===== config.mk =====
export PLATFORM = sky130hd
export DESIGN_NAME = xadc_drp_sampler
export DESIGN_NICKNAME = d
export VERILOG_FILES = /design/src/rtl/xadc_drp_sampler_pkg.sv /design/src/rtl/xadc_drp_sampler_read_port.sv /design/src/rtl/xadc_drp_sampler.sv
export SDC_FILE = /design/constraint.sdc
export NUM_CORES = 1
export LEC_CHECK = 0
export ABC_AREA = 1
export BUFFER_PORTS_ARGS = -buffer_cell sky130_fd_sc_hd__buf_2
export CELL_PAD_IN_SITES_DETAIL_PLACEMENT = 0
export CELL_PAD_IN_SITES_GLOBAL_PLACEMENT = 1
export CORE_MARGIN = 3
export CORE_UTILIZATION = 34
export DETAILED_ROUTE_END_ITERATION = 10
export PLACE_DENSITY_LB_ADDON = 0.2
export SLEW_MARGIN = 20
export SYNTH_ARGS = -nofsm -noshare
export SYNTH_HDL_FRONTEND = slang
export SYNTH_SLANG_ARGS = --single-unit

===== constraint.sdc =====
create_clock -name clk -period 1.45 [get_ports clk]
set_input_delay 0.3625 -clock clk [delete_from_list [all_inputs] [get_ports clk]]
set_output_delay 0.3625 -clock clk [all_outputs]
set_load 0.01 [all_outputs]

===== src/rtl/xadc_drp_sampler_pkg.sv =====
// xadc_drp_sampler_pkg: DRP register map, sampler FSM states and packet header constants
package xadc_drp_package;
   localparam logic [6:0] XADC_DRP_ADDR_VOLTAGE = 7'h03;
   localparam logic [6:0] XADC_DRP_ADDR_CURRENT = 7'h13;
   typedef enum logic [1:0] {
      IDLE    = 2'd0,
      V_WAIT  = 2'd1,
      C_WAIT  = 2'd2,
      PUBLISH = 2'd3
   } xadc_drp_sampler_state_t;
endpackage

package xadc_packet_package;
   localparam logic [3:0] XADC_PACKET_HEADER_LOW_SPEED_SAMPLE = 4'h1;
endpackage


===== src/rtl/xadc_drp_sampler_read_port.sv =====
// xadc_drp_read_port: one DRP read per start pulse, with drdy timeout
module xadc_drp_read_port #(
   parameter int TIMEOUT = 64
) (
   input  logic        clk,
   input  logic        rst,
   input  logic        start,
   input  logic [6:0]  addr,
   input  logic [15:0] drp_do,
   input  logic        drp_drdy,
   output logic        drp_den,
   output logic [6:0]  drp_daddr,
   output logic        done,
   output logic [11:0] data,
   output logic        timeout
);
   localparam int TW = $clog2(TIMEOUT + 1);
   localparam logic [TW-1:0] LAST = TW'(TIMEOUT - 1);
   logic          busy_q, busy_d, den_q, den_d;
   logic [6:0]    addr_q, addr_d;
   logic [TW-1:0] timer_q, timer_d;
   assign done      = busy_q & drp_drdy;
   assign timeout   = busy_q & ~drp_drdy & (timer_q == LAST);
   assign data      = drp_do[15:4];
   assign drp_den   = den_q;
   assign drp_daddr = addr_q;
   // den is a one-cycle pulse after start; busy covers the den cycle so the timer spans the whole read
   always_comb begin
      den_d   = start;
      addr_d  = start ? addr : addr_q;
      busy_d  = start | (busy_q & ~done & ~timeout);
      timer_d = start ? '0 : (busy_q ? timer_q + 1'b1 : timer_q);
   end
   // read state registers; reset drops any read in flight so a late drdy finds busy low
   always_ff @(posedge clk) begin
      if (rst) begin
         busy_q  <= 1'b0;
         den_q   <= 1'b0;
         addr_q  <= '0;
         timer_q <= '0;
      end else begin
         busy_q  <= busy_d;
         den_q   <= den_d;
         addr_q  <= addr_d;
         timer_q <= timer_d;
      end
   end
endmodule


===== src/rtl/xadc_drp_sampler.sv =====
// xadc_drp_sampler: on eos reads voltage then current over DRP and publishes them as an aligned stream pair
module xadc_drp_sampler
   import xadc_drp_package::*, xadc_packet_package::*;
#(
   parameter logic [6:0] VOLTAGE_DRP_ADDR = XADC_DRP_ADDR_VOLTAGE,
   parameter logic [6:0] CURRENT_DRP_ADDR = XADC_DRP_ADDR_CURRENT,
   parameter logic [3:0] SAMPLE_HEADER    = XADC_PACKET_HEADER_LOW_SPEED_SAMPLE,
   parameter int         DRP_TIMEOUT      = 64,
   parameter int         DROP_COUNT_WIDTH = 16
) (
   input  logic                        clk,
   input  logic                        rst,
   input  logic                        eos,
   output logic                        drp_den,
   output logic                        drp_dwe,
   output logic [6:0]                  drp_daddr,
   output logic [15:0]                 drp_di,
   input  logic [15:0]                 drp_do,
   input  logic                        drp_drdy,
   output logic [15:0]                 voltage_tdata,
   output logic                        voltage_tvalid,
   input  logic                        voltage_tready,
   output logic [15:0]                 current_tdata,
   output logic                        current_tvalid,
   input  logic                        current_tready,
   output logic [DROP_COUNT_WIDTH-1:0] drop_count,
   output logic                        drp_timeout_err
);
   xadc_drp_sampler_state_t     state_q, state_d;
   logic                        pending_q, pending_d;
   logic [11:0]                 v_hold_q, v_hold_d, c_hold_q, c_hold_d;
   logic [15:0]                 v_data_q, v_data_d, c_data_q, c_data_d;
   logic                        v_valid_q, v_valid_d, c_valid_q, c_valid_d;
   logic [DROP_COUNT_WIDTH-1:0] drop_q, drop_d;
   logic                        err_q, err_d;
   logic                        start, rd_done, rd_timeout, load, drop;
   logic [6:0]                  rd_addr;
   logic [11:0]                 rd_data;
   xadc_drp_read_port #(.TIMEOUT(DRP_TIMEOUT)) u_read (
      .clk       (clk),
      .rst       (rst),
      .start     (start),
      .addr      (rd_addr),
      .drp_do    (drp_do),
      .drp_drdy  (drp_drdy),
      .drp_den   (drp_den),
      .drp_daddr (drp_daddr),
      .done      (rd_done),
      .data      (rd_data),
      .timeout   (rd_timeout)
   );
   assign drp_dwe         = 1'b0;
   assign drp_di          = '0;
   assign voltage_tdata   = v_data_q;
   assign voltage_tvalid  = v_valid_q;
   assign current_tdata   = c_data_q;
   assign current_tvalid  = c_valid_q;
   assign drop_count      = drop_q;
   assign drp_timeout_err = err_q;
   // sequencing: voltage read, then current read, then one publish cycle; eos while busy is remembered once
   always_comb begin
      state_d   = state_q;
      start     = 1'b0;
      rd_addr   = VOLTAGE_DRP_ADDR;
      v_hold_d  = v_hold_q;
      c_hold_d  = c_hold_q;
      pending_d = (state_q == IDLE) ? 1'b0 : (pending_q | eos);
      case (state_q)
         IDLE: begin
            start   = eos | pending_q;
            state_d = (eos | pending_q) ? V_WAIT : IDLE;
         end
         V_WAIT: begin
            start    = rd_done;
            rd_addr  = CURRENT_DRP_ADDR;
            v_hold_d = rd_done ? rd_data : v_hold_q;
            state_d  = rd_done ? C_WAIT : (rd_timeout ? IDLE : V_WAIT);
         end
         C_WAIT: begin
            c_hold_d = rd_done ? rd_data : c_hold_q;
            state_d  = rd_done ? PUBLISH : (rd_timeout ? IDLE : C_WAIT);
         end
         default: state_d = IDLE;
      endcase
   end
   // a pair is loaded only when both slots are free, keeping the two streams sample-aligned
   always_comb begin
      load      = (state_q == PUBLISH) & (~v_valid_q | voltage_tready) & (~c_valid_q | current_tready);
      drop      = (state_q == PUBLISH) & ~load;
      v_valid_d = load | (v_valid_q & ~voltage_tready);
      c_valid_d = load | (c_valid_q & ~current_tready);
      v_data_d  = load ? {SAMPLE_HEADER, v_hold_q} : v_data_q;
      c_data_d  = load ? {SAMPLE_HEADER, c_hold_q} : c_data_q;
      drop_d    = (drop & ~&drop_q) ? drop_q + 1'b1 : drop_q;
      err_d     = err_q | rd_timeout;
   end
   // sampler state registers
   always_ff @(posedge clk) begin
      if (rst) begin
         state_q   <= IDLE;
         pending_q <= 1'b0;
         v_hold_q  <= '0;
         c_hold_q  <= '0;
         v_data_q  <= '0;
         c_data_q  <= '0;
         v_valid_q <= 1'b0;
         c_valid_q <= 1'b0;
         drop_q    <= '0;
         err_q     <= 1'b0;
      end else begin
         state_q   <= state_d;
         pending_q <= pending_d;
         v_hold_q  <= v_hold_d;
         c_hold_q  <= c_hold_d;
         v_data_q  <= v_data_d;
         c_data_q  <= c_data_d;
         v_valid_q <= v_valid_d;
         c_valid_q <= c_valid_d;
         drop_q    <= drop_d;
         err_q     <= err_d;
      end
   end
endmodule

==> results of run 1 <==
## synthesized netlist by cell type, types with 4 or more instances
master    count
nand2_2      13
a21oi_2      10
nor2_4        4
buf_4        29
xor2_1        6
inv_1        42
nand2_1      59
a21oi_1      37
clkbuf_1     15
o21ai_0      50
nor2_1       79
nand4_1       7
dfxtp_1      82
nand3_1      14
## final cells by class
class	count	area [um2]	area share
clock buffers	9	124	0.0275
clock inverters	6	115	0.0256
inverters	45	169	0.0375
multi-input cells	324	1630	0.361
flip-flops and latches	82	1650	0.366
well taps	133	166	0.0370
repair buffers	104	653	0.145
## worst paths after layout
check	startpoint	endpoint	slack, ns	cells after the start
hold reg to reg	voltage_tdata[2]$_SDFFE_PP0P_	voltage_tdata[2]$_SDFFE_PP0P_	0.44	2
hold / removal	drp_do[5]	c_hold_q[1]$_SDFFE_PP0P_	0.29	3
setup reg to reg	drop_count[0]$_SDFFE_PP0P_	drop_count[14]$_SDFFE_PP0P_	0.09	9
setup / recovery	drop_count[0]$_SDFFE_PP0P_	drop_count[14]$_SDFFE_PP0P_	0.09	9
## power by group
group | internal, mW | switching (mW) | total, mW
sequential | 2.29 | 0.0224 | 2.31
combinational | 0.101 | 0.192 | 0.293
clock | 1.14 | 0.841 | 1.98
total | 3.54 | 1.06 | 4.59
## worst reg2reg max path, cell delays in order, from the launching register on
cell and delay, ns:
dfxtp_4 0.36, ha_4 0.13, buf_4 0.11, nand3_1 0.13
nor2_2 0.20, nand3_1 0.09, nand2_1 0.07, nand2_1 0.06
nand2_2 0.06, a21oi_2 0.04
## registers in the layout, indices dropped and copies added, names as in the netlist, 2 cells and up
name,cells
drop_count,16
voltage_tdata,12
state_q,2
u_read.drp_daddr,2
c_hold_q,12
u_read.timer_q,7
v_hold_q,12
current_tdata,13
## cell families (layout without fill, tap and decap cells)
group           count (synthesis)  in the layout  share of synthesized area
simple gates                  185            185                      0.229
compound gates                100            100                      0.151
buf+inv                        94            164                      0.133
flops                          82             82                      0.455
xor+xnor                        9              9                     0.0218
fa+ha+maj                       2              2                    0.00693
other cells                     1             27                    0.00104
mux                             1              1                    0.00277
## routing by layer
layer  share of wire  vias to the layer above  GRT usage
li1                -                     1634          -
met1            0.46                     1434      0.177
met2            0.48                       64      0.240
met3           0.053                       11     0.0314
met4           0.013                        0     0.0496
met5               0                        -          0
## what timing repair did
item | 4_1_cts | 5_1_grt
setup buffers | 1 | 0
pin swaps | 1 | 2
setup endpoints to repair | 12 | 8
resized for setup | 1 | 4
hold buffers | 0 | 0
==> flow_summary_export.csv, run 1 <==
group,metric,value,unit
routing,drt-initial-drc-count,94,
layout,area_growth,24.6,%
floorplan,fp.dieH,109,um
yosys,synth_top_area_frac,0.455,
layout,fin_area,4500,um2
yosys,synth_edf_count,0,
floorplan,initial_core_util,0.359,
global_route,grt_pass1_vias,2925,
yosys,synth_ff_type,"dfxtp_1",
global_route,overflow,0,
placed_design,io_buffers,66,
layout,antenna_cells,0,
placed_design,place_area,4220,um2
clocking,cts_tree,"done",
global_route,grt_pass1_wl,13300,um
layout,mostFrequentLayoutCells,"dfxtp_1, nor2_1, buf_2, nand2_1, o21ai_0",
global_route,antenna_found_initial,0,
setup_path,crit_type,"reg -> reg",
setup_path,crit_fanout,3,
sta,finalHoldViolCount,0,
global_route,grt_max_degree,30,
routing,via_count,3143,
placed_design,place_congestion,0.797,
power,finalPower,4.59,mW
layout,final_core_util,0.448,
setup_path,critical_path_arrival,1.59,ns
yosys,synth_cells,474,
sta,fin_ws,0.0941,ns
setup_path,crit_slowest_cell,"dfxtp_4",
routing,ant_nets,0,
clocking,cts_sinks,82,
power,power_density,1020,nW/um2
layout,final_nets,590,
setup_path,cpLargestDelayFamily,"simple AND/OR/NAND/NOR gates",
layout,fill_cells,1090,
floorplan,rows,36,
routing,viasPerCell,4.47,
yosys,ys_seq_elements,82,
clocking,cts_max_path_buffers,2,
clocking,insertion_delay,0.35,ns
sta,setup_viol_count_final,0,
floorplan,die_area,11900,um2
sta,drv_slew,0,
placed_design,placed_cells,687,
clocking,clk_pin_slew_worst_paths,0.09,ns
clocking,cts_buffers,9,
sta,clock.fmax,738,MHz
yosys,synth.avg_cell_area,7.62,um2
floorplan,core,10000,um2
floorplan,die_x,109,um
sta,period_share,0.935,
layout,layout_commonest_cell,"dfxtp_1",
placed_design,dp_slack,-0.169,ns
setup_path,end_kind,"flip-flop",
sta,fin_setup_tns,0,ns
routing,wirelength,8310,um
clocking,htree_levels,3,
global_route,track_usage,0.142,
setup_path,cp.required,1.68,ns
routing,wl_per_cell,11.8,um
yosys,async_flop_share,0,
layout,drive_above_1_share,0.281,
outcome,status,"complete, no violations",
setup_path,critPathMaxStageDelay,0.36,ns
placed_design,post-dp-hpwl,6080,um
setup_path,path_buf_inv,1,
sta,min_period,1.36,ns
job,maxCapViolCount,0,
hold_path,hp-class,"in -> reg",
yosys,synth_area,3610,um2
yosys,ys_warn_count,0,
power,p_leak,1.90,nW
routing,first_pass_iters,4,
sta,grt_setup_unrepaired,"true",
sta,worst_hold_slack,0.295,ns
sta,clock_skew,0.0108,ns
floorplan,io_pins,98,
yosys,yosysTopAreaCell,"dfxtp_1",
routing,remaining_drc_errors,0,
yosys,synth.area.top_cells,"dfxtp_1, nor2_1, o21ai_0",
setup_path,cp-start-kind,"flip-flop",
layout,final_cells,703,
yosys,ys_types,30,
power,ir_drop,0.409,mV
clocking,clockRootBuffer,"clkbuf_8",
yosys,yosysSeqAreaShare,0.455,
setup_path,path_cells,"ha_4, buf_4, nand3_1, nor2_2, nand3_1, nand2_1, nand2_1, nand2_2, a21oi_2",
(Power assumes the default switching activity.)
==> inputs of run 2 (changes only) <==
- CORE_UTILIZATION: 34 -> 40
- clock period: 1.45 -> 1.6 ns (I/O delays scaled with it)
==> run 2 against run 1 <==
Net effect:
- clock power fell by 20%
- combinational power fell by 12%
- register-to-register slack improved by 0.08 ns
- sequential cell count did not move
- final cell count fell by 4.4%
- die area fell by 14%
- clock skew barely moved
- wire length fell by 5.8%
- total power fell by 14%
==> flow_summary_export.csv, run 2 (same netlist as run 1, synthesis figures left out) <==
group,metric,value,unit
clocking,clockRootBuffer,"clkbuf_8",
global_route,grt_max_degree,49,
global_route,track_usage,0.159,
placed_design,dp_slack,-0.0700,ns
layout,final_nets,583,
placed_design,post-dp-hpwl,5620,um
layout,layout_commonest_cell,"dfxtp_1",
sta,fin_ws,0.175,ns
layout,drive_above_1_share,0.266,
global_route,antenna_found_initial,0,
clocking,clk_pin_slew_worst_paths,0.09,ns
clocking,cts_tree,"done",
floorplan,die_area,10200,um2
layout,final_cells,672,
sta,worst_hold_slack,0.310,ns
floorplan,core,8760,um2
clocking,cts_max_path_buffers,2,
routing,remaining_drc_errors,0,
sta,period_share,0.891,
clocking,cts_sinks,82,
clocking,cts_buffers,9,
layout,largest_reg_flops,16,
setup_path,path_buf_inv,1,
sta,finalHoldViolCount,0,
setup_path,r2r_end,"drop_count[9]$_SDFFE_PP0P_",
outcome,status,"complete, no violations",
layout,area_growth,20.6,%
setup_path,crit_start,"drop_count[1]$_SDFFE_PP0P_",
setup_path,end_kind,"flip-flop",
routing,wirelength,7830,um
power,finalPower,3.94,mW
setup_path,critical_path_arrival,1.66,ns
layout,fill_cells,943,
global_route,grt_pass1_wl,13000,um
placed_design,io_buffers,66,
clocking,htree_levels,3,
floorplan,io_pins,98,
placed_design,place_congestion,0.778,
setup_path,critPathMaxStageDelay,0.35,ns
layout,mostFrequentLayoutCells,"dfxtp_1, nor2_1, buf_2, nand2_1, o21ai_0",
power,ir_drop,0.328,mV
layout,final-seq-area,1640,um2
routing,drt-initial-drc-count,72,
sta,drv_slew,0,
layout,multiInputGateArea,1600,um2
setup_path,reg2regPathDepth,9,
setup_path,crit_fanout,10,
setup_path,cpLargestDelayFamily,"simple AND/OR/NAND/NOR gates",
job,maxCapViolCount,0,
sta,grt_setup_unrepaired,"false",
layout,antenna_cells,0,
setup_path,crit_slowest_cell,"dfxtp_1",
setup_path,reg2reg_from,"drop_count[1]$_SDFFE_PP0P_",
layout,final_core_util,0.497,
power,power_density,905,nW/um2
setup_path,path_cells,"ha_1, nand2_2, nor2_4, nand2_4, nor2_2, nor2_4, buf_12, nand2_1, a21oi_2",
routing,wl_per_cell,11.6,um
clocking,insertion_delay,0.36,ns
floorplan,rows,34,
setup_path,r2r_slack,0.17,ns
setup_path,cp.depth,9,
global_route,grt_pass1_vias,2829,
routing,ant_nets,0,
hold_path,hp-class,"in -> reg",
setup_path,cp.required,1.84,ns
routing,viasPerCell,4.66,
sta,clock_skew,0.0104,ns
global_route,overflow,0,
sta,clock.fmax,702,MHz
setup_path,cp-start-kind,"flip-flop",
power,p_leak,1.86,nW
floorplan,die_x,101,um
floorplan,fp.dieH,101,um
setup_path,crit_type,"reg -> reg",
sta,setup_viol_count_final,0,
setup_path,crit_top_cell,"nor2_4",
floorplan,initial_core_util,0.412,
sta,min_period,1.43,ns
placed_design,placed_cells,654,
routing,first_pass_iters,4,
routing,via_count,3131,
setup_path,crit_end,"drop_count[9]$_SDFFE_PP0P_",
run 2: how the worst min path moves through the flow:
| stage | from | to | slack, ns | cells after the start |
|---|---|---|---|---|
| finish | drp_do[15] | c_hold_q[11]$_SDFFE_PP0P_ | 0.31 | 3 |
| global route | drp_do[15] | c_hold_q[11]$_SDFFE_PP0P_ | 0.30 | 3 |
| CTS | drp_do[6] | v_hold_q[2]$_SDFFE_PP0P_ | 0.29 | 3 |
| detailed placement | voltage_tdata[10]$_SDFFE_PP0P_ | voltage_tdata[10]$_SDFFE_PP0P_ | 0.43 | 2 |
| global placement | current_tdata[5]$_SDFFE_PP0P_ | current_tdata[5]$_SDFFE_PP0P_ | 0.43 | 2 |
| floorplan | v_hold_q[0]$_SDFFE_PP0P_ | v_hold_q[0]$_SDFFE_PP0P_ | 0.45 | 2 |
run 2: metal layers:
metal | wire length [um] | global-route usage | up-vias
li1 | - | - | 1635
met1 | 3670 | 0.206 | 1425
met2 | 3600 | 0.257 | 60
met3 | 403 | 0.0291 | 11
met4 | 154 | 0.0736 | 0
met5 | 0 | 0 | -
run 2: repair_timing:
item / 4_1_cts / 5_1_grt
pin swaps: 0 / 1
setup endpoints to repair: 12 / 11
hold buffers: 0 / 0
endpoints found under the hold margin: 0 / 0
cloned: 0 / 0
resized for setup: 1 / 2
buffers inserted: 0 / 2
run 2: through the flow:
| stage | setup TNS (ns) | instance area, um2 |
|---|---|---|
| 2_1_floorplan | 0 | 3710 |
| 3_3_place_gp | -0.103 | 4120 |
| 3_5_place_dp | -0.473 | 4120 |
| 4_1_cts | 0 | 4330 |
| 5_1_grt | 0 | 4350 |
| 6_report | 0 | 4350 |
run 2: where the power goes:
part	switching, mW	internal [mW]	total, mW
Sequential	0.0204	2.08	2.10
Clock	0.831	0.751	1.58
Combinational	0.170	0.0888	0.259
run 2: cell type report:
class	instances	share of cell area
Sequential cell	82	0.377
Multi-Input combinational cell	324	0.367
Timing Repair Buffer	97	0.138
Inverter	45	0.0388
Tap cell	108	0.0310
Clock buffer	9	0.0284
Clock inverter	7	0.0193
run 2: tightest hold or removal path, cell delays in order:
cell	delay (ns)
buf_2	0.09
o21ai_0	0.08
nor2_1	0.07
